<file path="config.mk">
export PLATFORM = sky130hd
export DESIGN_NAME = ssd_arbiter
export DESIGN_NICKNAME = d
export VERILOG_FILES = /design/src/rtl/ssd_pkg.sv /design/src/rtl/ssd_arbiter_rr_pick.sv /design/src/rtl/ssd_arbiter.sv
export SDC_FILE = /design/constraint.sdc
export NUM_CORES = 1
export LEC_CHECK = 0
export ABC_CLOCK_PERIOD_IN_PS = 7300
export CORE_ASPECT_RATIO = 0.9
export CORE_MARGIN = 1.5
export CORE_UTILIZATION = 45
export CTS_BUF_LIST = sky130_fd_sc_hd__clkbuf_4 sky130_fd_sc_hd__clkbuf_8
export CTS_CLUSTER_DIAMETER = 100
export DETAILED_ROUTE_END_ITERATION = 8
export PLACE_DENSITY = 0.7
export SETUP_SLACK_MARGIN = 0.2
export SLEW_MARGIN = 20
export SYNTH_ARGS = -nofsm -noshare
export SYNTH_HDL_FRONTEND = slang
export SYNTH_HIERARCHICAL = 1
export SYNTH_SLANG_ARGS = --single-unit
</file>
<file path="constraint.sdc">
create_clock -name clk -period 7.3 [get_ports clk]
set_clock_uncertainty 0.15 [all_clocks]
set_input_delay 2.19 -clock clk [delete_from_list [all_inputs] [get_ports clk]]
set_output_delay 2.19 -clock clk [all_outputs]
set_load 0.1 [all_outputs]
</file>
<file path="src/rtl/ssd_pkg.sv">
// ----------------------------------------------------------------------------
// ssd_pkg
// Shared definitions for the seven-segment display arbiter:
//   - FSM state encoding (IDLE / SHOW / HOLD)
//   - SSD_BLANK_CODE: out-of-range code that ssd_driver renders as "--"
//   - SSD_DWELL_DEFAULT: default on-screen dwell (0.1 s at 125 MHz)
// ----------------------------------------------------------------------------
package ssd_pkg;

   typedef enum logic [1:0] {
      IDLE = 2'd0,
      SHOW = 2'd1,
      HOLD = 2'd2
   } ssd_state_e;

   localparam logic [7:0] SSD_BLANK_CODE    = 8'hFF;
   localparam int         SSD_DWELL_DEFAULT = 12_500_000;

endpackage

</file>
<file path="src/rtl/ssd_arbiter_rr_pick.sv">
// ----------------------------------------------------------------------------
// rr_pick
// Combinational wrap-around find-first. Returns the first requesting client
// at or after (ptr+1) mod N_REQ, scanning upward with wrap-around. The client
// at ptr itself is the last candidate considered.
// Ports:
//   req   in  N_REQ  request vector
//   ptr   in  PW     index of the most recently granted client
//   found out 1      at least one request is set
//   idx   out PW     index of the winning client (0 when found=0)
// ----------------------------------------------------------------------------
module rr_pick
   import ssd_pkg::*;
#(
   parameter int N_REQ = 4,
   parameter int PW    = $clog2(N_REQ)
) (
   input  logic [N_REQ-1:0] req,
   input  logic [PW-1:0]    ptr,
   output logic             found,
   output logic [PW-1:0]    idx
);

   always_comb begin
      logic [PW-1:0] pos;
      found = 1'b0;
      idx   = '0;
      pos   = '0;
      // Scan from the farthest offset to the nearest so the nearest
      // requester after ptr is the one left in idx.
      for (int off = N_REQ; off >= 1; off--) begin
         pos = PW'((int'(ptr) + off) % N_REQ);
         if (req[pos]) begin
            found = 1'b1;
            idx   = pos;
         end
      end
   end

endmodule

</file>
<file path="src/rtl/ssd_arbiter.sv">
// ----------------------------------------------------------------------------
// ssd_arbiter
// Time-shares the two-digit seven-segment display between N_REQ clients with
// round-robin scheduling and a guaranteed minimum dwell of DWELL cycles per
// grant. Drives ssd_driver.ssd_input; shows SSD_BLANK_CODE when idle.
// Optional feature: define SSD_ARB_PRIORITY_EN to make client 0 urgent
// (it preempts any other owner regardless of the dwell counter).
// Ports:
//   clk        in  1         system clock
//   reset      in  1         asynchronous, active-high
//   req        in  N_REQ     level-sensitive display requests
//   value      in  N_REQ*8   packed client values, client k at [8k+7:8k]
//   grant      out N_REQ     one-hot grant (registered), zero when none
//   owner      out log2(N)   current or last owner (registered)
//   disp_value out 8         value for the display driver (registered)
//   busy       out 1         FSM in SHOW or HOLD
// ----------------------------------------------------------------------------
module ssd_arbiter
   import ssd_pkg::*;
#(
   parameter int N_REQ = 4,
   parameter int DWELL = SSD_DWELL_DEFAULT,
   parameter int CNT_W = $clog2(DWELL + 1)
) (
   input  logic                       clk,
   input  logic                       reset,
   input  logic [N_REQ-1:0]           req,
   input  logic [N_REQ*8-1:0]         value,
   output logic [N_REQ-1:0]           grant,
   output logic [$clog2(N_REQ)-1:0]   owner,
   output logic [7:0]                 disp_value,
   output logic                       busy
);

   localparam int PW = $clog2(N_REQ);

   ssd_state_e        state_q, state_d;
   logic [CNT_W-1:0]  cnt_q,   cnt_d;
   logic [PW-1:0]     ptr_q,   ptr_d;
   logic [N_REQ-1:0]  grant_q, grant_d;
   logic [PW-1:0]     owner_q, owner_d;
   logic [7:0]        disp_q,  disp_d;

   logic              pick_found;
   logic [PW-1:0]     pick_idx;
   logic              take;
   logic [PW-1:0]     take_idx;
   logic [7:0]        owner_val;
   logic              cnt_zero;

   rr_pick #(.N_REQ(N_REQ), .PW(PW)) u_pick (
      .req   (req),
      .ptr   (ptr_q),
      .found (pick_found),
      .idx   (pick_idx)
   );

   assign owner_val = value[{owner_q, 3'b000} +: 8];
   assign cnt_zero  = (cnt_q == '0);

   always_comb begin
      state_d  = state_q;
      cnt_d    = cnt_zero ? cnt_q : cnt_q - 1'b1;
      ptr_d    = ptr_q;
      grant_d  = grant_q;
      owner_d  = owner_q;
      disp_d   = disp_q;
      take     = 1'b0;
      take_idx = pick_idx;

      case (state_q)
         IDLE: begin
            disp_d = SSD_BLANK_CODE;
            if (pick_found) take = 1'b1;
         end
         SHOW: begin
            if (!req[owner_q]) begin
               if (!cnt_zero) begin
                  // Released early: keep the last value frozen until the
                  // dwell has run out.
                  state_d = HOLD;
                  grant_d = '0;
               end else if (pick_found) begin
                  take = 1'b1;
               end else begin
                  state_d = IDLE;
                  grant_d = '0;
                  disp_d  = SSD_BLANK_CODE;
               end
            end else if (cnt_zero && pick_found && (pick_idx != owner_q)) begin
               // ptr equals the owner, so any other requester wins the pick.
               take = 1'b1;
            end else begin
               disp_d = owner_val;
            end
         end
         HOLD: begin
            if (cnt_zero) begin
               if (pick_found) begin
                  take = 1'b1;
               end else begin
                  state_d = IDLE;
                  disp_d  = SSD_BLANK_CODE;
               end
            end
         end
         default: begin
            state_d = IDLE;
            grant_d = '0;
            disp_d  = SSD_BLANK_CODE;
         end
      endcase

`ifdef SSD_ARB_PRIORITY_EN
      if ((state_q != IDLE) && req[0] && (owner_q != '0)) begin
         take     = 1'b1;
         take_idx = '0;
      end
`endif

      if (take) begin
         state_d           = SHOW;
         grant_d           = '0;
         grant_d[take_idx] = 1'b1;
         owner_d           = take_idx;
         ptr_d             = take_idx;
         disp_d            = value[{take_idx, 3'b000} +: 8];
         cnt_d             = CNT_W'(DWELL - 1);
      end
   end

   always_ff @(posedge clk or posedge reset) begin
      if (reset) begin
         state_q <= IDLE;
         cnt_q   <= '0;
         ptr_q   <= PW'(N_REQ - 1);
         grant_q <= '0;
         owner_q <= '0;
         disp_q  <= SSD_BLANK_CODE;
      end else begin
         state_q <= state_d;
         cnt_q   <= cnt_d;
         ptr_q   <= ptr_d;
         grant_q <= grant_d;
         owner_q <= owner_d;
         disp_q  <= disp_d;
      end
   end

   assign grant      = grant_q;
   assign owner      = owner_q;
   assign disp_value = disp_q;
   assign busy       = (state_q != IDLE);

endmodule
</file>
==> results of run 1 <==
where the power goes:
group | leakage [nW] | internal (mW) | total, mW | switching, mW
sequential | 0.466 | 0.314 | 0.395 | 0.0813
combinational | 0.835 | 0.338 | 0.961 | 0.622
clock | 0.0498 | 0.0793 | 0.159 | 0.0793
total | 1.35 | 0.731 | 1.51 | 0.783
cells by family (layout without fill, tap and decap cells):
family	count (synthesis)	in the layout	share of synthesized area, %
buffers and inverters	41	91	5.60
DFF	42	42	34.7
adders and majority gates	6	6	2.45
muxes	21	21	13.4
xor gates and xnor gates	19	19	5.44
AOI/OAI and AO/OA	80	80	19.1
and+or+nand+nor	109	109	19.2
metal layers:
layer | vias to the layer above | part of all wire (%)
met4 | 0 | 0.45
li1 | 1273 | -
met2 | 72 | 49
met3 | 2 | 5.5
met1 | 1286 | 45
met5 | - | 0
state kept, by name, indices dropped and copies added, names as in the netlist:
name	flops
disp_value	8
ptr_q	2
cnt_q	24
state_q	2
grant	4
owner	2
placed cells by master (no fill, tap or decap), types with 2 or more instances in the layout:
master           instances
o21ai_1                  8
or3_1                    4
o21ai_0                 14
xor2_1                  17
clkdlybuf4s50_1         52
nor2_1                  21
o21bai_1                 8
buf_4                    5
a31oi_1                  2
dfrtp_1                 32
nand3b_1                 2
mux4_2                  16
nand2b_1                 6
a21oi_1                  7
inv_1                   26
a211oi_1                 8
or4_1                    5
mux2i_1                  4
clkbuf_4                 3
xnor2_1                  2
dfstp_2                 10
nand2_1                 20
o31ai_2                  8
nor3_1                   6
or2_2                    2
clkbuf_8                 5
o31ai_1                  6
ha_1                     6
nor4_1                   5
nand4_1                  3
nor2b_1                  9
nand3_1                 17
o211ai_1                 6
o32ai_1                  3
final cells by class:
class	instances	area [um^2]	share of cell area (%)
inverters	26	97.6	2.60
flip-flops and latches	42	1060	28.4
clock buffers	8	91.3	2.44
repair buffers	57	558	14.9
multi-input cells	235	1830	48.7
well taps	90	113	3.00
path summary, 6_finish.rpt:
kind	slack [ns]	depth (start not counted)	endpoint	from
worst max-delay path	2.18	11	grant[1]	req[3]
worst min-delay path	0.35	2	ptr_q[0]	ptr_q[0]
worst max register to register	3.27	6	grant[1]	cnt_q[14]
worst min register to register	0.35	2	ptr_q[0]	ptr_q[0]
max in group asynchronous	4.42	3	ptr_q[1]	reset
min in group asynchronous	2.20	3	cnt_q[8]	reset
critical path: cells and delay by family:
family	cells	cell delay, ns
simple gates	3	1.14
buf+inv	3	1.01
compound gates	4	0.57
xor+xnor	1	0.16
==> impl_metrics.toml, run 1 <==
[cts]
cts_root_buf = "clkbuf_8"
ctsLongestPathBuffers = 2
clk_pin_slew_ns = 0.08
cts.sinks = 42
cts_buffers = 5
cts_tree = "yes"
htreeDepth = 2
cts-hold-fix-buffers = 0
cts_setup_buffers = 0
insertion_delay_ns = 0.29
cts-resized-gates = 0

[critical_path]
cp-start-kind = "input port"
cpMaxStageDelayCell = "and2_1"
critPathMaxFanout = 24
path_cells = "clkdlybuf4s50_1 -> and2b_1 -> a21oi_2 -> o221ai_2 -> buf_4 -> xor2_1 -> nor2_1 -> a31oi_1 -> buf_4 -> and2_1 -> o32ai_1"
critPathMaxStageDelay_ns = 0.86
arrival_ns = 5.10
end_kind = "flop"
crit_required_ns = 7.28
critPathMostFrequentCell = "buf_4"
path_class = "input port to flop"

[yosys]
syn-num-nets = 362
synthCells = 318
avgSynthCellArea_um2 = 9.63
ys_ff_latch = 42
synthTopCellsByArea = "dfrtp_1, mux4_2, dfstp_2"
synthFlopType = "dfrtp_1"
ys_seq_area_share_pct = 34.7
yosys-top-cells-count = "dfrtp_1, inv_1, nor2_1"
yosysMostFrequentCell = "dfrtp_1"
synth.distinct_cells = 55
synth_edf_count = 0
synth_top_area_share_pct = 26.2
synth_top_cell_by_area = "dfrtp_1"
async_reset_ff_share_pct = 100
yosys_warnings = 6
synth_area_um2 = 3060

[placement]
numPortBuffers = 52
placed_cell_area_um2 = 3660
pre_cts_slack_ns = 1.83
dp_hpwl_um = 5480
finalWeightedCongestion = 0.782
place_inst = 450

[floorplanning]
die_height_um = 81.3
coreArea_um2 = 6590
start_util_pct = 46.5
die-width_um = 89.9
die_area_um2 = 7310
fp-row-count = 28
io_pins = 53

[grt]
grt_max_degree = 43
grt_busiest_layer = "met2"
antenna_found_initial = 0
grt_pass1_wl_um = 12300
grt_use_met1_pct = 27.8
grt_pass1_vias = 2558
grt.met2_usage_pct = 37.3
met3_usage_pct = 4.31
grt_usage_pct = 21.3
grt_remaining_overflow = 0

[final_layout]
fin_cells = 458
layout-area-overhead-vs-synth_pct = 22.5
post-route-util_pct = 56.9
num_antenna_cells = 0
fin_area_um2 = 3750
fillers = 601
fin_nets = 411
drive_gt1_share_pct = 14.7

[timing]
holdWs_ns = 0.349
slew_headroom_pct = 28.2
setup_viol = 0
drv_slew = 0
final.period_utilization_pct = 70.2
setup_slack_ns = 2.18
worstMarginPinSlew_ns = 1.08
fin_crit_ns = 5.12
hold_violations = 0
max_freq_ghz = 0.195
rsz0062_at_grt = "no"
tns_ns = 0

[detailed_routing]
num_vias = 2633
routed_via_density = 5.75
drt_iter0_markers = 138
wl_per_cell_um = 16.5
first_pass_iters = 4
antenna_left = 0
drt_wl_total_um = 7560
post-route-drc-count = 0

[power]
power_mw = 1.51
vdd_drop_max_mv = 0.342
powerDensity_nw_per_um2 = 404
p_leak_nw = 1.35

[job]
maxCapViolCount = 0

[run_status]
status = "completed"

[hold_path]
min-delay-path-class = "flop to flop"
No activity file was read; power rests on OpenSTA's default activity.
==> run 2, diff against run 1 <==
ABC_CLOCK_PERIOD_IN_PS = 5350   (was 7300)
clock period = 5.35 ns   (was 7.3 ns; I/O delays follow)
==> impl_metrics.toml, run 2 (synthesis gave the netlist of run 1 again) <==
[critical_path]
path_cells = "clkdlybuf4s50_1"
end_kind = "output port"
path_class = "flop to output port"
critPathBufInv = 1
crit_required_ns = 3.60
cpMaxStageDelayCell = "clkdlybuf4s50_1"
cp-start-kind = "flop"
critPathMaxStageDelay_ns = 1.26
crit_family = "buffers and inverters"
critPathMaxFanout = 13
arrival_ns = 2.35

[floorplanning]
die_area_um2 = 7310
coreArea_um2 = 6590
fp-row-count = 28
io_pins = 53
die_height_um = 81.3
start_util_pct = 46.5
die-width_um = 89.9

[detailed_routing]
routed_via_density = 5.69
drt_wl_total_um = 7580
drt_iter0_markers = 109
num_vias = 2617
post-route-drc-count = 0
first_pass_iters = 4
antenna_left = 0
wl_per_cell_um = 16.5

[placement]
dp_hpwl_um = 5490
placed_cell_area_um2 = 3670
finalWeightedCongestion = 0.807
pre_cts_slack_ns = 1.06
numPortBuffers = 52
place_inst = 452

[grt]
grt_busiest_layer = "met2"
grt_use_met1_pct = 28.3
antenna_found_initial = 0
grt_usage_pct = 21.5
grt_max_degree = 43
grt_pass1_vias = 2524
met3_usage_pct = 3.93
grt_remaining_overflow = 0
grt_pass1_wl_um = 12400
grt.met2_usage_pct = 37.6

[timing]
final.period_utilization_pct = 76.8
hold_violations = 0
worstMarginPinSlew_ns = 0.987
drv_slew = 0
slew_headroom_pct = 34.0
tns_ns = 0
holdWs_ns = 0.369
rsz0062_at_grt = "no"
fin_crit_ns = 4.11
setup_slack_ns = 1.24
setup_viol = 0
max_freq_ghz = 0.243

[power]
powerDensity_nw_per_um2 = 563
p_leak_nw = 1.37
vdd_drop_max_mv = 0.431

[cts]
cts-hold-fix-buffers = 0
cts_tree = "yes"
cts_buffers = 5
cts.sinks = 42
cts-resized-gates = 0
clk_pin_slew_ns = 0.08
ctsLongestPathBuffers = 2
htreeDepth = 2
cts_root_buf = "clkbuf_8"
insertion_delay_ns = 0.30
cts_setup_buffers = 0

[final_layout]
final_common_cell = "clkdlybuf4s50_1"
fillers = 588
largest_register = "cnt_q"
layout-area-overhead-vs-synth_pct = 23.5
fin_area_um2 = 3780
final_cell_mix = "clkdlybuf4s50_1, dfrtp_1, inv_1"
largest_register_ffs = 24
fin_cells = 460
fin_nets = 413
num_antenna_cells = 0
drive_gt1_share_pct = 15.1

[hold_path]
min-delay-path-class = "flop to flop"

[job]
maxCapViolCount = 0

[run_status]
status = "completed"
==> run 2: area by class of cell <==
cell class,count,area (um^2),area share (%)
clock inverter,3,40.0,1.06
multi-input combinational,235,1830,48.3
sequential,42,1060,28.1
inverter,26,97.6,2.58
timing repair buffer,59,573,15.2
tap,90,113,2.98
clock buffer,5,68.8,1.82
==> run 2: routing by layer <==
metal  part of all wire [%]  vias to the layer above
met1                     46                     1291
met3                    4.1                        5
met4                   0.75                        0
li1                       -                     1270
met5                      0                        -
met2                     49                       51
==> run 2: final timing paths <==
kind | start | endpoint | slack [ns] | cells past startpoint
setup / recovery | owner[0] | owner[0] | 1.24 | 1
hold / removal | cnt_q[10] | cnt_q[10] | 0.37 | 2
setup reg to reg | cnt_q[14] | disp_value[5] | 1.86 | 5
hold reg to reg | cnt_q[10] | cnt_q[10] | 0.37 | 2
max in group asynchronous | reset | disp_value[3] | 3.09 | 3
min in group asynchronous | reset | cnt_q[21] | 1.59 | 3
==> run 2: where the power goes <==
group	switching [mW]	internal, mW	total [mW]	leakage (nW)
sequential	0.110	0.427	0.537	0.466
combinational	0.857	0.481	1.34	0.845
clock	0.117	0.138	0.254	0.0579
==> run 2: stage by stage <==
step / power, mW / utilization, %
6_report: 2.13 / 57.4
5_1_grt: 2.26 / 57.4
4_1_cts: 2.14 / 57.4
3_5_place_dp: 1.88 / 55.8
3_3_place_gp: 1.86 / 55.8
2_1_floorplan: 1.57 / -
